## config.mk

```make
export PLATFORM = sky130hd
export DESIGN_NAME = snow64_main_mem_initiator
export DESIGN_NICKNAME = d
export VERILOG_FILES = /design/src/rtl/snow64_main_mem_initiator.sv
export SDC_FILE = /design/constraint.sdc
export NUM_CORES = 1
export LEC_CHECK = 0
export BUFFER_PORTS_ARGS = -buffer_cell sky130_fd_sc_hd__buf_2
export CAP_MARGIN = 10
export CORE_AREA = 2 2 441 443
export CTS_CLUSTER_DIAMETER = 50
export CTS_CLUSTER_SIZE = 12
export DETAILED_ROUTE_END_ITERATION = 10
export DIE_AREA = 0 0 443 445
export GPL_ROUTABILITY_DRIVEN = 0
export HOLD_SLACK_MARGIN = 0.03
export MAX_ROUTING_LAYER = met4
export SLEW_MARGIN = 20
export SYNTH_ARGS = -nofsm -noshare
export SYNTH_HDL_FRONTEND = slang
export SYNTH_SLANG_ARGS = --single-unit
```

## constraint.sdc

```tcl
create_clock -name clk -period 1.9 [get_ports clk]
set_input_delay 0 -clock clk [delete_from_list [all_inputs] [get_ports clk]]
set_output_delay 0 -clock clk [all_outputs]
set_load 0.1 [all_outputs]
```

## src/rtl/snow64_main_mem_initiator.sv

```systemverilog
`default_nettype none
// ============================================================================
// Module   : snow64_main_mem_initiator
// Purpose  : Arbitrates two clients (port 0 instruction fetch, read-only;
//            port 1 data/LAR line traffic, read/write) onto a single-port
//            main memory with one-cycle registered read latency.
// Revision : 1.0 - initial release
// ============================================================================
module snow64_main_mem_initiator #(
    parameter int DATA_WIDTH = 256,
    parameter int ADDR_WIDTH = 32
) (
    input  logic                  clk,
    input  logic                  rst,

    // Port 0: instruction fetch, read-only
    input  logic                  in_req0,
    input  logic [ADDR_WIDTH-1:0] in_req0_addr,

    // Port 1: data line traffic, read or write
    input  logic                  in_req1,
    input  logic                  in_req1_wr,
    input  logic [ADDR_WIDTH-1:0] in_req1_addr,
    input  logic [DATA_WIDTH-1:0] in_req1_data,

    // Client responses
    output logic                  out_ack0,
    output logic                  out_ack1,
    output logic [DATA_WIDTH-1:0] out_rdata,
    output logic                  out_busy,

    // Memory side
    output logic                  out_mem_req_wr,
    output logic [ADDR_WIDTH-1:0] out_mem_addr,
    output logic [DATA_WIDTH-1:0] out_mem_data,
    input  logic [DATA_WIDTH-1:0] in_mem_data
);

    typedef enum logic [1:0] {
        ST_IDLE  = 2'd0,
        ST_ISSUE = 2'd1,
        ST_WAIT  = 2'd2,
        ST_RESP  = 2'd3
    } state_t;

    state_t r_state;
    logic   r_last_grant;   // port granted most recently (1 after reset so port 0 wins first)
    logic   r_port;         // port owning the access in flight
    logic   r_wr;           // access in flight is a write

    logic   w_any_req;
    logic   w_grant1;
    logic   w_grant_wr;

    // Round-robin pick: port 1 wins when alone, or when both ask and port 0 went last
    assign w_any_req  = in_req0 | in_req1;
    assign w_grant1   = in_req1 & (~in_req0 | ~r_last_grant);
    assign w_grant_wr = w_grant1 & in_req1_wr;

    // Access sequencer: grant in IDLE, present to memory in ISSUE, capture in WAIT, ack in RESP
    always_ff @(posedge clk) begin
        if (rst) begin
            r_state        <= ST_IDLE;
            r_last_grant   <= 1'b1;
            r_port         <= 1'b0;
            r_wr           <= 1'b0;
            out_ack0       <= 1'b0;
            out_ack1       <= 1'b0;
            out_rdata      <= '0;
            out_busy       <= 1'b0;
            out_mem_req_wr <= 1'b0;
            out_mem_addr   <= '0;
            out_mem_data   <= '0;
        end else begin
            // Acks are single-cycle pulses; only the transition into RESP raises one
            out_ack0 <= 1'b0;
            out_ack1 <= 1'b0;
            case (r_state)
                ST_IDLE: begin
                    if (w_any_req) begin
                        r_state      <= ST_ISSUE;
                        out_busy     <= 1'b1;
                        r_port       <= w_grant1;
                        r_last_grant <= w_grant1;
                        r_wr         <= w_grant_wr;
                        out_mem_addr <= w_grant1 ? in_req1_addr : in_req0_addr;
                        if (w_grant_wr) begin
                            out_mem_data   <= in_req1_data;
                            out_mem_req_wr <= 1'b1;
                        end
                    end
                end
                ST_ISSUE: begin
                    // Memory samples address/strobe at this edge; strobe lasts one cycle
                    out_mem_req_wr <= 1'b0;
                    if (r_wr) begin
                        r_state  <= ST_RESP;
                        out_ack0 <= ~r_port;
                        out_ack1 <= r_port;
                    end else begin
                        r_state <= ST_WAIT;
                    end
                end
                ST_WAIT: begin
                    out_rdata <= in_mem_data;
                    r_state   <= ST_RESP;
                    out_ack0  <= ~r_port;
                    out_ack1  <= r_port;
                end
                ST_RESP: begin
                    r_state  <= ST_IDLE;
                    out_busy <= 1'b0;
                end
                default: begin
                    r_state        <= ST_IDLE;
                    out_busy       <= 1'b0;
                    out_mem_req_wr <= 1'b0;
                end
            endcase
        end
    end

endmodule
`default_nettype wire

```

==> out/metrics.csv <==
stage,metric,value,unit
sta,setup_viol,25,
synth,synth_area,22100,um2
global_route,grt_pass1_vias,25000,
synth,synth_sequential_area_ratio,50.0,%
worst_setup_path,worstSetupStartpointType,register,
layout,layout_commonest_cell,buf_2,
die,io-pin-count,1129,
worst_setup_path,cp_slowest_cell,dfxtp_2,
clock_network,clkTransAtPathRegs,0.06,ns
die,die_x,443,um
worst_setup_path,worstPathMaxFanout,15,
worst_setup_path,cp.buffers_inverters,6,
place,placed_area,31000,um2
sta,slew_violations,0,
synth,synth_nets,2746,
clock_network,cts-buffers-inserted,75,
synth,synth_edf_count,0,
synth,syn_avg_cell_area,10.3,um2
global_route,grt_pass1_wl,170000,um
route,drt_wl_total,129000,um
sta,postLayoutSetupSlackWorst,-0.0372,ns
layout,layout.nets,4717,
route,drt_pass1_iterations,5,
power_and_ir_drop,ir_drop,0.00107,V
die,start_util,11.5,%
die,core_area,192000,um2
flow_run,maxCapViolations,0,
worst_setup_path,cp_cell_sequence,a21boi_4 > buf_4 > buf_4 > and3_4 > buf_12 > clkbuf_16 > buf_12 > buf_8 > mux2i_1,
run_status,outcome,finished with violations,
route,num_vias,24100,
place,io_buffers,1128,
clock_network,root_buffer,clkbuf_16,
global_route,antenna_found_initial,32,
hold_path,min_path_type,in2reg,
sta,period_share,102,%
power_and_ir_drop,power.leakage,0.0181,uW
clock_network,clkSinkCount,553,
route,antenna_left,0,
sta,finalCriticalPeriod,1.94,ns
clock_network,clockBufferDepth,3,
sta,maxSlewHeadroom,51.3,%
layout,area_growth,91.4,%
synth,synth-seq-cells,553,
synth,synth_cell_type_count,31,
worst_setup_path,cpPeakStageDelay,0.34,ns
sta,rsz0062_at_grt,true,
clock_network,htreeDepth,3,
synth,yosysWarningCount,0,
die,die-height,445,um
synth,synth_ff_type,dfxtp_1,
route,drtIter0Drc,1684,
synth,synthArstFlopShare,0,%
run_status,violations,setup timing,
worst_setup_path,end_kind,register,
global_route,grt_max_degree,100,
worst_setup_path,critical_path_class,reg2reg,
layout,n_fill_cell,20500,
route,wl_per_cell,19.1,um
clock_network,clock_latency,0.69,ns
power_and_ir_drop,p_total,55700,uW
route,viasPerCell,3.57,
route,drc,0,
layout,drive_gt1_share,33.3,%
sta,worstMarginPinSlew,0.735,ns
global_route,grt.overflow.total,0,
layout,postLayoutCellArea,42400,um2
sta,hold_violations,0,
place,dp_hpwl,89800,um
clock_network,cts_tree,yes,
die,std_cell_rows,161,
worst_setup_path,cp.required,2.51,ns
sta,whs,0.118,ns
place,pre_cts_slack,0.00393,ns
global_route,track_usage,12.1,%
synth,synth_cells,2159,
layout,layout_common_cells,"1,127 x buf_2, 805 x dlygate4sd3_1, 551 x dfxtp_1",
worst_setup_path,crit_arrival,2.55,ns
power_and_ir_drop,p_per_area,1320,nW/um2
die,fp.dieArea,197000,um2
worst_setup_path,path_delay_family,buffers and inverters,
sta,clock.fmax,0.516,GHz
sta,skew,0.0304,ns
[power breakdown]
| part | total [uW] | internal [uW] | switching [uW] |
|---|---|---|---|
| clock | 14500 | 8200 | 6290 |
| combinational | 26600 | 6740 | 19800 |
| sequential | 14700 | 13500 | 1170 |
| total | 55700 | 28400 | 27300 |
[sequential cells by signal (all words and copies together), names as in the netlist]
signal,cells
out_ack0,1
out_ack1,1
out_busy,1
out_mem_addr,32
out_mem_data,256
out_mem_req_wr,1
out_rdata,256
r_last_grant,1
r_port,1
r_state,2
r_wr,1
[path summary, 6_finish.rpt]
kind / slack, ns / end / startpoint / depth (start not counted)
worst max-delay path: -0.04 / out_mem_data[248] / r_last_grant / 9
worst min register to register: 0.47 / out_mem_data[106] / out_mem_data[106] / 2
worst max register to register: -0.04 / out_mem_data[248] / r_last_grant / 9
worst min-delay path: 0.12 / out_rdata[64] / in_mem_data[64] / 4
[layer usage]
metal	vias up	GRT usage, %	routed length, um
li1	11100	-	-
met3	384	5.24	13500
met4	0	7.70	9070
met2	1219	19.7	61700
met1	11400	11.9	44600
met5	-	-	0
[tightest hold or removal path, stage by stage]
cell and delay, ns:
dlygate4sd3_1 0.52, buf_2 0.10, mux2i_1 0.05, nor2_1 0.07
[cell usage after synthesis, drive strengths merged, types with 2 or more instances]
master | count | area share (%)
clkbuf | 95 | 1.6
nand2b | 514 | 15
nand2 | 66 | 1.1
nor2 | 291 | 4.9
inv | 2 | 0.034
buf | 67 | 2.2
mux2i | 513 | 23
dfxtp | 553 | 50
a211oi | 2 | 0.068
ha | 6 | 0.34
a21oi | 2 | 0.045
a311oi | 32 | 1.3
[cells by family (layout without fill, tap and decap cells)]
kind of cell | Yosys count | count (layout) | synth area share (%)
AOI/OAI and AO/OA | 45 | 45 | 1.75
adders and majority gates | 6 | 6 | 0.339
buffers and inverters | 164 | 2192 | 3.88
DFF | 553 | 553 | 50.0
muxes | 513 | 513 | 23.2
other | 0 | 29 | 0
and+or+nand+nor | 878 | 878 | 20.8
[area by class of cell]
cell class | instances | area [um2] | area share, %
repair buffers | 2056 | 15300 | 36.0
flip-flops and latches | 553 | 11100 | 26.1
multi-input cells | 1442 | 10300 | 24.2
well taps | 2526 | 3160 | 7.46
clock buffers | 90 | 2010 | 4.75
clock inverters | 44 | 513 | 1.21
diodes | 29 | 72.6 | 0.171
inverters | 2 | 7.51 | 0.0177
[what timing repair did]
| action | 4_1_cts | 5_1_grt |
|---|---|---|
| setup endpoints to repair | 1 | 32 |
| gates resized for setup | 3 | 39 |
| cloned | 0 | 13 |
| setup buffers | 0 | 26 |
| endpoints found under the hold margin | 551 | 0 |
| hold buffers | 806 | 0 |
| pin swaps | 0 | 7 |
[per-stage QoR]
| stage | instances | util (%) | setup TNS, ns |
|---|---|---|---|
| finish | 6742 | 22.1 | -0.457 |
| global route | 6737 | 22.1 | -10.57 |
| CTS | 6675 | 21.7 | 0 |
| detailed placement | 5735 | 16.1 | 0 |
| global placement | 5735 | 16.1 | 0 |
| floorplan | 2159 | - | 0 |
Power figures use the tool's default switching activity.
